### config.mk
export PLATFORM = sky130hd
export DESIGN_NAME = fifo_word_serializer
export DESIGN_NICKNAME = d
export VERILOG_FILES = /design/src/rtl/fifo_word_serializer.sv
export SDC_FILE = /design/constraint.sdc
export NUM_CORES = 1
export LEC_CHECK = 0
export ABC_AREA = 1
export BUFFER_PORTS_ARGS = -buffer_cell sky130_fd_sc_hd__buf_4
export CAP_MARGIN = 40
export CORE_MARGIN = 2
export CORE_UTILIZATION = 45
export DETAILED_ROUTE_END_ITERATION = 16
export GPL_TIMING_DRIVEN = 0
export PLACE_DENSITY = 0.69
export SLEW_MARGIN = 0
export SYNTH_ARGS = -nofsm -noshare
export SYNTH_HDL_FRONTEND = slang
export SYNTH_SLANG_ARGS = --single-unit
### constraint.sdc
create_clock -name clk -period 2.5 [get_ports clk]
set_input_delay 0.125 -clock clk [delete_from_list [all_inputs] [get_ports clk]]
set_output_delay 0.125 -clock clk [all_outputs]
set_load 0.005 [all_outputs]
### src/rtl/fifo_word_serializer.sv
// Drains words from an FWFT FIFO and emits them MSB-first as a valid/ready byte stream,
// grouped into fixed-length frames with a last-byte marker and a completed-frame counter.
module fifo_word_serializer #(
   parameter int DATA_W      = 32,
   parameter int OUT_W       = 8,
   parameter int FRAME_WORDS = 16
) (
   input  logic              clk,
   input  logic              rst,
   input  logic [DATA_W-1:0] fifo_dout,
   input  logic              fifo_empty,
   output logic              fifo_rd_en,
   output logic [OUT_W-1:0]  m_data,
   output logic              m_valid,
   input  logic              m_ready,
   output logic              m_last,
   output logic [15:0]       frame_cnt,
   output logic              busy
);

   // state | meaning
   // IDLE  | no word held
   // SHIFT | word held in shreg, top OUT_W bits presented on m_data

   localparam int NB = DATA_W / OUT_W;
   localparam int BW = (NB > 1) ? $clog2(NB) : 1;
   localparam int WW = (FRAME_WORDS > 1) ? $clog2(FRAME_WORDS) : 1;
   localparam logic [BW-1:0] BYTE_LAST = BW'(NB - 1);
   localparam logic [WW-1:0] WORD_LAST = WW'(FRAME_WORDS - 1);

   typedef enum logic {
      IDLE  = 1'b0,
      SHIFT = 1'b1
   } state_t;

   state_t            state;
   state_t            state_next;
   logic [DATA_W-1:0] shreg;
   logic [BW-1:0]     byte_idx;
   logic [WW-1:0]     word_idx;
   logic [15:0]       frame_cnt_q;
   logic              accept;
   logic              last_byte;
   logic              load;

   // The pop and the capture share one edge; legal only because the FIFO head is already valid.
   always_comb begin
      accept     = (state == SHIFT) && m_ready;
      last_byte  = accept && (byte_idx == BYTE_LAST);
      load       = !rst && !fifo_empty && ((state == IDLE) || last_byte);
      state_next = state;
      if (load) begin
         state_next = SHIFT;
      end else if (last_byte) begin
         state_next = IDLE;
      end
   end

   always_ff @(posedge clk) begin
      if (rst) begin
         state <= IDLE;
      end else begin
         state <= state_next;
      end
   end

   always_ff @(posedge clk) begin
      if (rst) begin
         shreg       <= '0;
         byte_idx    <= '0;
         word_idx    <= '0;
         frame_cnt_q <= '0;
      end else begin
         if (load) begin
            shreg    <= fifo_dout;
            byte_idx <= '0;
         end else if (accept && (byte_idx != BYTE_LAST)) begin
            shreg    <= shreg << OUT_W;
            byte_idx <= byte_idx + BW'(1);
         end
         if (last_byte) begin
            if (word_idx == WORD_LAST) begin
               word_idx    <= '0;
               frame_cnt_q <= frame_cnt_q + 16'd1;
            end else begin
               word_idx <= word_idx + WW'(1);
            end
         end
      end
   end

   assign fifo_rd_en = load;
   assign m_valid    = (state == SHIFT);
   assign busy       = (state == SHIFT);
   assign m_data     = shreg[DATA_W-1 -: OUT_W];
   assign m_last     = (state == SHIFT) && (byte_idx == BYTE_LAST) && (word_idx == WORD_LAST);
   assign frame_cnt  = frame_cnt_q;

endmodule

# == Word-level counts from Yosys, hierarchy flattened ==
# Cells that the tools add are included.
# op_classes
n_addsub,3
n_eq_ne,3
muxes,5
bitwise_logic,1
n_reduce_logical,14
# op_table
operator,n
2-to-1 mux 32 bit,2
"adder 16 x 1 -> 16 bit, second input constant",1
logical AND 1 bit,7
"adder 4 x 1 -> 4 bit, second input constant",1
"equality test 4 bit, second input constant",1
2-to-1 mux 4 bit,1
nonzero test 2 bit,2
"adder 2 x 1 -> 2 bit, second input constant",1
"equality test 2 bit, second input constant",1
zero test 1 bit,2
2-to-1 mux 1 bit,2
"!= test 2 bit, second input constant",1
AND reduction 2 bit,1
OR reduction 2 bit,1
logical OR 1 bit,1
inverter 1 bit,1
# totals
register_bits,55
input_bits,36
out_inout_bits,28
elab_cells,31

# == Depth between registers and ports, before layout ==
# Gate-level depths: netlist of the first run.
# depth
ltp_word,5
mapped_depth,9
mapped_depth_nobuf,9

# == Least setup slack after synthesis of the first run ==
# OpenSTA, ideal clock, no wires.
# synth_timing
path_kind,reg-to-reg
start,reg byte_idx[0]
end,reg frame_cnt_q[7] (netlist: frame_cnt[7])
setup_ns,0.123
arrival_time_ns,1.304
t_required_ns,2.377
path_slack_ns,1.073
path_stages_with_launch,8
path_buffers,1
synth_period_minus_slack_ns,1.427
path_cell_list,dfxtp_1 > ha_1 > nand3_2 > nor2_1 > buf_2 > nand2_1 > nor3_2 > a21oi_1
# synth_via
elab_chain_cells,3
# synth_rtl
item,line_no,text
start: declaration,39,logic [BW-1:0] byte_idx;
start signal: assignment,79,byte_idx <= byte_idx + BW'(1);
equality test 2 bit,49,last_byte = accept && (byte_idx == BYTE_LAST);
logical AND 1 bit,49,
AND reduction 2 bit (no source line),n/a,
end signal: assignment,84,frame_cnt_q <= frame_cnt_q + 16'd1;
end: declaration,41,logic [15:0] frame_cnt_q;
# No other way between the ends.
# A chain may end at the register's enable or synchronous reset.

# == Worst setup path after layout of the first run ==
# layout_timing
start,in fifo_empty
end,out fifo_rd_en
# layout_via
elab_chain_cells,3
# layout_rtl
item,line_no,text
start: declaration,11,"input logic fifo_empty,"
zero test 1 bit,50,load = !rst && !fifo_empty && ((state == IDLE) || last_byte);
logical AND 1 bit (2 in a row),50,
end: declaration,12,"output logic fifo_rd_en,"
# No other way between the ends.

==> impl_metrics.toml, run 1 <==
[grt]
antenna_found_initial = 0
grt-ovfl-total = 0
grt_max_degree = 16
grtUsageTotal_pct = 20.4
grt_pass1_wl_um = 10600
grt_pass1_vias = 2448

[floorplanning]
row_count = 28
io-pin-count = 64
coreArea_mm2 = 0.00589
die_h_um = 82.0
die_w_um = 82.0
start_util_pct = 46.5
die_area_mm2 = 0.00672

[synth]
avgSynthCellArea_um2 = 6.81
muxShareOfSynthArea_pct = 0
synth_xor_area_share_pct = 0.640
yosys.area_share.simple_pct = 33.3
seq_area_frac_synth_pct = 40.2
syn_nets = 441
ys.warnings.count = 0
synth_top_family_by_area = "simple AND/OR/NAND/NOR gates"
ys_ff_latch = 55
yosys.area_share.adder_pct = 1.37
syn_area_mm2 = 0.00274
synth-compound-area-share_pct = 11.2
synthCells = 402
synth.distinct_cells = 27

[clock_network]
cts.path.max_buffers = 2
htreeDepth = 2
cts_tree = "yes"
cts_resized = 0
cts.sinks = 55
cts_buffers = 5
cts_root_buf = "clkbuf_8"
cts_setup_buffers = 0
clock_latency_ps = 310
clk_pin_slew_ps = 90

[worst_setup_path]
r2r_slack_ps = 750
end_kind = "output port"
cpMaxStageDelayCell = "dlygate4sd3_1"
reg2reg_depth = 7
timing.rr.start = "byte_idx[0]"
endpoint = "fifo_rd_en"
crit_arrival_ps = 1930
crit_family = "buffers and inverters"
critPathKind = "input pin to output port"
critical_path_cell_count = 7
cpPeakStageDelay_ps = 540
crit_fanout = 10
path_cells = "dlygate4sd3_1 > buf_4 > nor2_1 > nand2_2 > inv_1 > buf_2 > buf_4"
worstReg2RegEnd = "frame_cnt[7]"
start_kind = "input pin"
worstSetupStartpoint = "fifo_empty"
critPathMostFrequentCell = "buf_4"
required_ps = 2380
path_buf_inv = 5

[pwr]
powerDensity_mw_per_mm2 = 496
p_leak_uw = 0.00146
peakVddDrop_mv = 0.330

[layout]
final_nets = 512
drive_above_1_share_pct = 20.9
multi_input_area_mm2 = 0.00127
fin_util_pct = 58.0
antennaDiodeCount = 0
fillCellCount = 597
mostFrequentLayoutCell = "nor2_1"
syn_to_final_growth_pct = 24.8
regArea_mm2 = 0.00110
mostFrequentLayoutCells = "83 x nor2_1, 73 x buf_4, 56 x inv_1, 55 x dfxtp_1, 53 x nand2_1"

[routing]
wl_per_cell_um = 12.0
first_pass_iters = 4
dr_total_vias = 2728
drc = 0
viasPerCell = 4.98
drt_iter0_drc = 168
finalWirelength_um = 6550
ant_nets = 0

[placed_design]
hpwl_um = 4890
routabilityCongestion = 0.872
numPortBuffers = 63
dp_slack_ps = 753

[timing]
grt_setup_unrepaired = "no"
hold_viol_final = 0
finClkSkew_ps = 8.09
fmax_mhz = 487
final-setup-viol-count = 0
finalWorstPathRequiredPeriod_ps = 2050
fin_crit_sh_pct = 82.1
worst_slack_ps = 449
tightest_slew_ps = 555
relSlewSlack_pct = 62.8
timing.setup.tns_ps = 0
maxSlewViolCount = 0

[run_status]
status = "complete, no violations"

[job]
drv_cap = 0

[hold_path]
hold_class = "input pin to register"
[tightest hold or removal path, cell delays in order]
cell	delay [ps]
buf_4	70
nand2_1	40
o31ai_1	50
[layer usage]
| layer | part of all wire (%) | track usage [%] | vias to the layer above |
|---|---|---|---|
| li1 | - | - | 1430 |
| met1 | 45 | 24.4 | 1235 |
| met2 | 50 | 37.2 | 58 |
| met3 | 4.3 | 3.74 | 5 |
| met4 | 0.85 | 5.00 | 0 |
| met5 | 0 | 0 | - |
[sequential cells by signal, summed over array words and instances, names as in the netlist]
name / cells
busy: 1
frame_cnt: 16
byte_idx: 2
shreg: 32
word_idx: 4
[cells in the mapped netlist, drive strengths merged]
library cell	count	area share (%)
nand3	46	8.8
a31oi	7	1.6
o21ai	7	1.3
nor2	85	12
inv	57	7.8
and3	1	0.23
clkbuf	3	0.41
nor3b	1	0.27
buf	23	5.0
a21oi	26	4.8
dfxtp	55	40
nand2	56	8.0
nor3	5	1.1
a211oi	2	0.55
xnor2	1	0.32
nand4	12	2.7
ha	3	1.4
o31ai	8	2.2
xor2	1	0.32
o21bai	3	0.82
[report_power, final]
| part | leakage [uW] | switching [uW] | internal [uW] |
|---|---|---|---|
| combinational | 0.000963 | 104 | 93.3 |
| clock | 0.0000513 | 281 | 294 |
| sequential | 0.000447 | 14.7 | 906 |
[layout make-up]
cell class | count | share of cell area (%)
tap | 75 | 2.75
clock buffer | 6 | 2.12
inverter | 57 | 6.26
buffer | 26 | 4.36
timing repair buffer | 64 | 14.1
clock inverter | 1 | 0.879
sequential | 55 | 32.2
multi-input combinational | 264 | 37.3
[what timing repair did]
action | 4_1_cts | 5_1_grt
hold buffers | 1 | 0
setup endpoints to repair | 0 | 0
endpoints found under the hold margin | 1 | 0
[worst min path at each step]
stage,from,to,slack [ps],depth (start not counted)
floorplan,fifo_empty,busy,220,1
global placement,fifo_empty,busy,320,2
detailed placement,fifo_empty,busy,320,2
CTS,fifo_dout[1],shreg[1],5,3
global route,fifo_dout[2],shreg[2],10,3
finish,fifo_dout[1],shreg[1],9,3
[per-stage QoR]
| step | hold WS [ps] | total power, uW | cell area, um2 | instances |
|---|---|---|---|---|
| global placement | 317 | 1130 | 3300 | 540 |
| floorplan | 221 | 1050 | 2740 | 402 |
| global route | 13.5 | 1760 | 3420 | 548 |
| CTS | 5.45 | 1700 | 3420 | 548 |
| finish | 8.67 | 1690 | 3420 | 548 |
| detailed placement | 320 | 1140 | 3300 | 540 |
[cells by family (layout without fill, tap and decap cells)]
| family | count (synthesis) | in the layout |
|---|---|---|
| AOI/OAI and AO/OA | 53 | 53 |
| xor gates and xnor gates | 2 | 2 |
| adders and majority gates | 3 | 3 |
| buffers and inverters | 83 | 154 |
| DFF | 55 | 55 |
| and+or+nand+nor | 206 | 206 |
Note: power is estimated with default switching activity, not from simulation.
==> run 2, diff against run 1 <==
==> constraint.sdc (replaced) <==
create_clock -name clk -period 1.9 [get_ports clk]
set_input_delay 0.095 -clock clk [delete_from_list [all_inputs] [get_ports clk]]
set_output_delay 0.095 -clock clk [all_outputs]
set_load 0.005 [all_outputs]
==> impl_metrics.toml, run 2 (synthesis results as in run 1) <==
[pwr]
peakVddDrop_mv = 0.433
p_leak_uw = 0.00151
powerDensity_mw_per_mm2 = 637

[layout]
syn_to_final_growth_pct = 29.2
fillCellCount = 579
mostFrequentLayoutCell = "nor2_1"
mostFrequentLayoutCells = "83 x nor2_1, 77 x buf_4, 55 x inv_1, 55 x dfxtp_1, 53 x nand2_1"
drive_above_1_share_pct = 21.5
antennaDiodeCount = 0
largest_reg_flops = 32
top_register = "shreg"
multi_input_area_mm2 = 0.00129
final_nets = 523
regArea_mm2 = 0.00110

[timing]
relSlewSlack_pct = 61.6
fin_crit_sh_pct = 93.1
maxSlewViolCount = 0
tightest_slew_ps = 575
finClkSkew_ps = 6.22
fmax_mhz = 565
final-setup-viol-count = 0
holdWs_ps = 84.2
hold_viol_final = 0
grt_setup_unrepaired = "no"
finalWorstPathRequiredPeriod_ps = 1770
timing.setup.tns_ps = 0

[clock_network]
clk_pin_slew_ps = 100
htreeDepth = 2
clock_latency_ps = 310
cts.sinks = 55
cts_tree = "yes"
cts_buffers = 5
cts.path.max_buffers = 2
cts_root_buf = "clkbuf_8"

[routing]
drc = 0
drt_iter0_drc = 170
viasPerCell = 4.99
first_pass_iters = 4
ant_nets = 0
wl_per_cell_um = 12.0
finalWirelength_um = 6730
dr_total_vias = 2790

[grt]
grt_max_degree = 16
grt-ovfl-total = 0
grt_pass1_vias = 2490
grt_pass1_wl_um = 10900
grtUsageTotal_pct = 20.9
antenna_found_initial = 0

[placed_design]
hpwl_um = 4890
numPortBuffers = 63
routabilityCongestion = 0.872

[worst_setup_path]
cpPeakStageDelay_ps = 370
start_kind = "register"
r2r_slack_ps = 160
crit_fanout = 10
cpMaxStageDelayCell = "dfxtp_1"
end_kind = "output port"
crit_arrival_ps = 1670
critPathKind = "register to output port"
endpoint = "fifo_rd_en"
worstReg2RegEnd = "frame_cnt[7]"
timing.rr.start = "word_idx[0]"
required_ps = 1800
path_cells = "ha_2 > nand3_4 > nand2_4 > nand2_2 > inv_2 > buf_4 > buf_4"
worstSetupStartpoint = "byte_idx[0]"
reg2reg_depth = 7
critPathMostFrequentCell = "buf_4"

[hold_path]
hold_class = "input pin to register"

[job]
drv_cap = 0

[floorplanning]
die_h_um = 82.0
start_util_pct = 46.5
coreArea_mm2 = 0.00589
die_w_um = 82.0
io-pin-count = 64
die_area_mm2 = 0.00672
row_count = 28

[run_status]
status = "complete, no violations"
run 2: final cells by class:
type / count / area share [%]
Multi-Input combinational cell: 264 / 36.4
Sequential cell: 55 / 31.1
Timing Repair Buffer: 75 / 16.6
Inverter: 57 / 6.05
Buffer: 26 / 4.28
Tap cell: 75 / 2.65
Clock buffer: 6 / 2.05
Clock inverter: 1 / 0.849
run 2: timing repair:
action,CTS,global route
endpoints found under the setup margin,1,2
buffers inserted,0,3
resized for setup,2,3
hold endpoints to repair,9,0
hold buffers,9,0
pin swaps,0,1
run 2: where the power goes:
group	leakage [uW]	total (uW)	switching (uW)	internal, uW
registers	0.000447	1210	20.4	1190
logic	0.00101	281	142	140
clock network	0.0000513	760	373	387
total	0.00151	2250	535	1720
run 2: metrics by stage:
step,power [uW],instances,setup slack [ps],utilization [%],instance area (um2)
after floorplan,1380,402,473,-,2740
after global placement,1490,540,166,56.1,3300
after detailed placement,1500,540,153,56.1,3300
after CTS,2260,556,8.66,59.5,3500
after global routing,2340,559,28.3,60.1,3540
final,2250,559,132,60.1,3540
run 2: routing by layer:
layer	vias to the layer above	global-route usage, %	wire length (um)
met3	5	3.74	276
met4	0	5.00	55
met1	1267	24.7	3010
met2	68	38.7	3390
met5	-	0	0
li1	1450	-	-
run 2: how the worst min path moves through the flow:
| stage | depth (start not counted) | startpoint | slack (ps) | to |
|---|---|---|---|---|
| floorplan | 1 | fifo_empty | 190 | busy |
| global placement | 2 | fifo_empty | 290 | busy |
| detailed placement | 2 | fifo_empty | 290 | busy |
| CTS | 3 | fifo_dout[25] | 80 | shreg[25] |
| global route | 3 | fifo_dout[27] | 70 | shreg[27] |
| finish | 3 | fifo_dout[27] | 80 | shreg[27] |
run 2: worst max-delay path, delay by kind of cell (launching register included):
kind	cells	cell delay [ps]
adders and majority gates	1	240
buffers and inverters	3	390
and+or+nand+nor	3	360
DFF	1	370
